## src/rtl/audio_seq_synth.sv

```systemverilog
// audio_seq_synth
//   Multi-voice step sequencer with a 1-bit sigma-delta mixer. Each voice
//   reads a half-period code from its own row of a writable pattern memory,
//   plays it as a gated square wave, and the voices are summed into a single
//   pulse-density output.
//
//   Optional feature: define AUDSEQ_LOOP_EN to add the loop_end port, which
//   sets an extra wrap point for the step counter.
//
// Ports
//   clk       system clock
//   rst       asynchronous, active-high reset
//   run       1 = play, 0 = hold position and mute
//   wr_en     pattern write strobe (accepted whether or not run is high)
//   wr_ch     channel to write
//   wr_addr   step to write
//   wr_data   half-period code to write (0 = rest)
//   loop_end  last step of the loop (AUDSEQ_LOOP_EN only)
//   audio     sigma-delta mixed output
//   ch_out    per-channel square waves
//   step      current step index
//   beat      one-cycle pulse after each step boundary
module audio_seq_synth #(
  parameter int NUM_CH    = 2,
  parameter int DEPTH     = 128,
  parameter int HP_W      = 7,
  parameter int TICK_DIV  = 1024,
  parameter int SUB_TICKS = 256,
  parameter int SUBSTEPS  = 20,
  parameter int GATE      = 10,
  localparam int ADDR_W   = $clog2(DEPTH),
  localparam int CH_W     = (NUM_CH > 1) ? $clog2(NUM_CH) : 1
) (
  input  logic              clk,
  input  logic              rst,
  input  logic              run,
  input  logic              wr_en,
  input  logic [CH_W-1:0]   wr_ch,
  input  logic [ADDR_W-1:0] wr_addr,
  input  logic [HP_W-1:0]   wr_data,
`ifdef AUDSEQ_LOOP_EN
  input  logic [ADDR_W-1:0] loop_end,
`endif
  output logic              audio,
  output logic [NUM_CH-1:0] ch_out,
  output logic [ADDR_W-1:0] step,
  output logic              beat
);

  localparam int PRE_W = (TICK_DIV > 1) ? $clog2(TICK_DIV) : 1;
  localparam int TC_W  = (SUB_TICKS > 1) ? $clog2(SUB_TICKS) : 1;
  localparam int SUB_W = (SUBSTEPS > 1) ? $clog2(SUBSTEPS) : 1;
  localparam int ACC_W = $clog2(NUM_CH + 1) + 1;

  localparam logic [PRE_W-1:0]  PRE_MAX  = PRE_W'(TICK_DIV - 1);
  localparam logic [TC_W-1:0]   TC_MAX   = TC_W'(SUB_TICKS - 1);
  localparam logic [SUB_W-1:0]  SUB_MAX  = SUB_W'(SUBSTEPS - 1);
  localparam logic [ADDR_W-1:0] STEP_MAX = ADDR_W'(DEPTH - 1);
  localparam logic [ACC_W-1:0]  NUM_CH_V = ACC_W'(NUM_CH);

  logic [HP_W-1:0]   mem    [NUM_CH][DEPTH];
  logic [HP_W-1:0]   hp_cur [NUM_CH];
  logic [HP_W-1:0]   hp_ctr [NUM_CH];
  logic [PRE_W-1:0]  presc;
  logic [TC_W-1:0]   tc;
  logic [SUB_W-1:0]  sub;
  logic [ACC_W-1:0]  acc;
  logic [ACC_W-1:0]  ch_sum;
  logic [ACC_W-1:0]  mix_s;
  logic [ADDR_W-1:0] next_step;
  logic              tick;
  logic              boundary;
  logic              gate;
  logic              wrap_pt;

  // Timebase: prescaler -> tick -> tc -> sub -> step boundary.
  assign tick     = run && (presc == PRE_MAX);
  assign boundary = tick && (tc == TC_MAX) && (sub == SUB_MAX);
  assign gate     = run && (32'(sub) < 32'(GATE));

  always_comb begin
    wrap_pt = 1'b0;
`ifdef AUDSEQ_LOOP_EN
    // Lowering loop_end below the current step falls through to DEPTH-1.
    wrap_pt = (step == loop_end) || (step == STEP_MAX);
`else
    wrap_pt = (step == STEP_MAX);
`endif
    next_step = wrap_pt ? '0 : step + 1'b1;
  end

  // Pattern memory. A boundary load in the same cycle as a write to the
  // same address reads the pre-write contents (ordinary flop semantics).
  always_ff @(posedge clk or posedge rst) begin
    if (rst) begin
      for (int c = 0; c < NUM_CH; c++)
        for (int a = 0; a < DEPTH; a++)
          mem[c][a] <= '0;
    end else if (wr_en && (32'(wr_ch) < 32'(NUM_CH)) && (32'(wr_addr) < 32'(DEPTH))) begin
      mem[wr_ch][wr_addr] <= wr_data;
    end
  end

  always_ff @(posedge clk or posedge rst) begin
    if (rst) begin
      presc <= '0;
      tc    <= '0;
      sub   <= '0;
      step  <= '0;
      beat  <= 1'b0;
    end else begin
      beat <= boundary;
      if (run) begin
        presc <= tick ? '0 : presc + 1'b1;
        if (tick) begin
          tc <= (tc == TC_MAX) ? '0 : tc + 1'b1;
          if (tc == TC_MAX)
            sub <= (sub == SUB_MAX) ? '0 : sub + 1'b1;
        end
        if (boundary)
          step <= next_step;
      end
    end
  end

  // Voices. While stopped, hp_cur tracks memory so resuming plays the
  // current contents of the held step.
  always_ff @(posedge clk or posedge rst) begin
    if (rst) begin
      for (int c = 0; c < NUM_CH; c++) begin
        hp_cur[c] <= '0;
        hp_ctr[c] <= '0;
      end
      ch_out <= '0;
    end else begin
      for (int c = 0; c < NUM_CH; c++) begin
        if (!run)
          hp_cur[c] <= mem[c][step];
        else if (boundary)
          hp_cur[c] <= mem[c][next_step];

        if (boundary || !gate || (hp_cur[c] == '0)) begin
          ch_out[c] <= 1'b0;
          hp_ctr[c] <= '0;
        end else if (tick) begin
          if (hp_ctr[c] == hp_cur[c] - 1'b1) begin
            ch_out[c] <= ~ch_out[c];
            hp_ctr[c] <= '0;
          end else begin
            hp_ctr[c] <= hp_ctr[c] + 1'b1;
          end
        end
      end
    end
  end

  // First-order sigma-delta: acc always stays below NUM_CH, so one
  // subtraction is enough and acc+sum never overflows ACC_W.
  always_comb begin
    ch_sum = '0;
    for (int c = 0; c < NUM_CH; c++)
      ch_sum = ch_sum + ACC_W'(ch_out[c]);
    mix_s = acc + ch_sum;
  end

  always_ff @(posedge clk or posedge rst) begin
    if (rst) begin
      acc   <= '0;
      audio <= 1'b0;
    end else if (!run) begin
      audio <= 1'b0;
    end else if (mix_s >= NUM_CH_V) begin
      audio <= 1'b1;
      acc   <= mix_s - NUM_CH_V;
    end else begin
      audio <= 1'b0;
      acc   <= mix_s;
    end
  end

endmodule

```

## config.mk

```make
export PLATFORM = sky130hd
export DESIGN_NAME = audio_seq_synth
export DESIGN_NICKNAME = d
export VERILOG_FILES = /design/src/rtl/audio_seq_synth.sv
export SDC_FILE = /design/constraint.sdc
export NUM_CORES = 2
export LEC_CHECK = 0
export ABC_AREA = 0
export CAP_MARGIN = 5
export CORE_AREA = 2 2 513 362
export DETAILED_ROUTE_END_ITERATION = 6
export DIE_AREA = 0 0 515 364
export PLACE_DENSITY = 0.73
export SYNTH_ARGS = -nofsm -noshare
export SYNTH_HDL_FRONTEND = slang
export SYNTH_SLANG_ARGS = --single-unit
```

## constraint.sdc

```tcl
create_clock -name clk -period 61.3 [get_ports clk]
set_input_delay 9.195 -clock clk [delete_from_list [all_inputs] [get_ports clk]]
set_output_delay 9.195 -clock clk [all_outputs]
set_load 0.03 [all_outputs]
```

==> flow_metrics.tcl <==
set metrics [dict create \
    die_w_um 515 \
    insertion_delay_ps 850 \
    cts_sinks 1857 \
    synth_nets 7801 \
    synthMostInstantiatedCell "dfrtp_1" \
    rsz0062_at_grt "no" \
    critPathBufInv 6 \
    synth_top_cell_by_area "dfrtp_1" \
    reg2reg_from "step[0]" \
    synth_cells 7770 \
    synth-async-reset-ratio_pct 100.0 \
    cts_inserted_buffers 176 \
    vias_per_cell 7.021 \
    status "complete, but fails checks" \
    cpPeakStageDelay_ps 860 \
    die_h_um 364 \
    dr.pass1.iters 7 \
    route.detailed.drc 12 \
    synthTopCellsByArea "dfrtp_1 (47%), mux2_2 (20%), mux4_2 (15%)" \
    violations "DRC" \
    yosys_register_bits 1857 \
    worstMarginPinSlew_ps 1334 \
    relSlewSlack_pct 10.23 \
    area_delta_synth_final_pct 8.005 \
    period_needed_ps 12980 \
    path_delay_family "buffers and inverters" \
    start_util_pct 54.47 \
    gp_congestion 0.9554 \
    clockBufferDepth 3 \
    setup_tns_ps 0 \
    min_path_type "flip-flop to flip-flop" \
    powerDensity_nw_per_um2 24.93 \
    post_cts_buffers 0 \
    portBuffers 29 \
    layout.nets 7499 \
    wire_per_inst_um 31.99 \
    finalHoldViolCount 0 \
    ctsHoldBuffers 0 \
    drive_above_1_share_pct 38.27 \
    initialDrtViolationCount 9727 \
    reg2regPathDepth 13 \
    power.leakage_nw 46.96 \
    synth_edf_count 0 \
    first_global_vias 68911 \
    critPathArrivalTime_ps 13780 \
    cts_tree "done" \
    worstPathRequired_ps 62100 \
    htreeDepth 4 \
    hpwl_um 201500 \
    synth_area_um2 99860 \
    grt_max_degree 191 \
    cts.clk_slew.worst_paths_ps 60 \
    cp_max_fo 165 \
    synth_common_cells "dfrtp_1 (1857), mux2_2 (1796), nand2_1 (972)" \
    synth_flop_cell "dfrtp_1" \
    antenna_left 0 \
    synth-seq-area-share_pct 46.53 \
    reg2reg_setup_slack_ps 53120 \
    rows 132 \
    hold_depth 1 \
    clock_skew_ps 30.42 \
    avgSynthCellArea_um2 12.85 \
    wl_um 321300 \
    hold_end "presc[8]" \
    path_cells "clkdlybuf4s50_1 > clkinvlp_4 > buf_12 > buf_12 > buf_4 > buf_4" \
    io_pins 30 \
    cap_violations 0 \
    crit_path_start_kind "input pin" \
    worstReg2RegEnd "hp_cur[0]" \
    cts_resized 0 \
    core_area_um2 183300 \
    synth_top_cell_area_share_pct 46.53 \
    finalCritPeriodShare_pct 21.17 \
    cts_root_buffer "clkbuf_16" \
    dieArea_um2 187500 \
    drv_slew 0 \
    grt_first_pass_wirelength_um 472200 \
    path_class "input pin to asynchronous set/reset pin" \
    ys_types 64 \
    grt_usage_pct 34.05 \
    num_vias 70493 \
    finalSetupViolations 0 \
    peakVddDrop_uv 23.81 \
    slowest_stage "buf_4" \
    hold_ws_ps 466.5 \
    end_kind "asynchronous set/reset pin" \
    worstHoldStart "presc[8]" \
    grt-ovfl-total 0 \
    fmax_mhz 77.04 \
    yosysWarnings 0 \
    grt_antenna_before_repair 30 \
]
cells by family (layout without fill, tap and decap cells):
logic type	count (synthesis)	count (layout)	synth area share, %
AOI/OAI and AO/OA	782	782	4.358
xor gates and xnor gates	46	46	0.4110
adders and majority gates	12	12	0.1579
buffers and inverters	662	507	2.883
DFF	1857	1857	46.53
muxes	2859	2859	39.03
other	0	14	0
and+or+nand+nor	1552	1552	6.628
power breakdown:
part           switching, mW  internal (mW)  leakage [nW]
combinational          0.107         0.0896          18.4
clock                  0.500          0.661          2.97
sequential            0.0461           1.29          25.6
stage by stage:
step	area, um2	util [%]	total power, mW	std cells	worst slack (ps)
floorplan	99860	-	1.485	7770	26340
finish	107900	58.83	2.689	10041	48320
global route	107800	58.82	2.763	10032	47590
CTS	107800	58.80	2.688	10023	48100
detailed placement	101800	55.51	1.544	9698	47240
global placement	101800	55.51	1.532	9698	47370
worst max-delay path by stage:
stage | end | start | cells past startpoint
4_1_cts | mem[518] | rst | 6
6_report | mem[518] | rst | 6
5_1_grt | mem[518] | rst | 6
3_5_place_dp | mem[504] | rst | 6
3_3_place_gp | mem[537] | rst | 6
2_1_floorplan | acc[0] | rst | 1
layout by cell type (no fill, tap or decap), drive strengths merged, types with 4 or more instances in the layout:
master / n
a31oi: 13
nor2b: 13
nand4: 19
clkbuf: 279
o22ai: 185
and3: 15
xor2: 17
or4: 15
o21a: 5
mux4: 648
inv: 17
nor3b: 5
nand3: 44
a211oi: 4
nand2: 973
bufinv: 15
xnor2: 29
mux2i: 415
nand2b: 8
mux2: 1796
clkdlybuf4s50: 21
buf: 135
nor3: 34
a22o: 5
a21oi: 389
clkinvlp: 6
a311oi: 4
ha: 11
clkinv: 34
diode: 14
nor2: 243
and2: 6
dfrtp: 1857
nor4: 165
o21ai: 136
o31ai: 14
metal layers:
| metal | vias to the layer above | track usage (%) | part of all wire (%) |
|---|---|---|---|
| li1 | 28349 | - | - |
| met1 | 36847 | 49.20 | 40 |
| met2 | 4531 | 46.08 | 41 |
| met3 | 746 | 13.70 | 15 |
| met4 | 20 | 12.36 | 3.6 |
| met5 | - | 0 | 0.040 |
cell type report:
type                            count  area, um2
Sequential cell                  1857      46490
Clock inverter                     56      701.9
Inverter                           16      63.81
Timing Repair Buffer              166       1525
Antenna cell                       14      35.03
Clock buffer                      269       5323
Multi-Input combinational cell   5251      50700
Fill cell                       14114      75470
Tap cell                         2412       3018
worst reg2reg max path, delay by kind of cell, from the launching register on:
kind                   cells  cell delay, ps
AND/OR/NAND/NOR            1              70
buffers and inverters      6            4770
multiplexers               4            2050
AO/OA/AOI/OAI              2             250
flip-flops                 1             930
flip-flops by register name (all words and copies together), names as in the netlist:
register	cells
mem	1792
hp_ctr	14
hp_cur	14
presc	10
tc	8
step	7
sub	5
acc	3
ch_out	2
audio	1
beat	1
(Power assumes the default switching activity.)
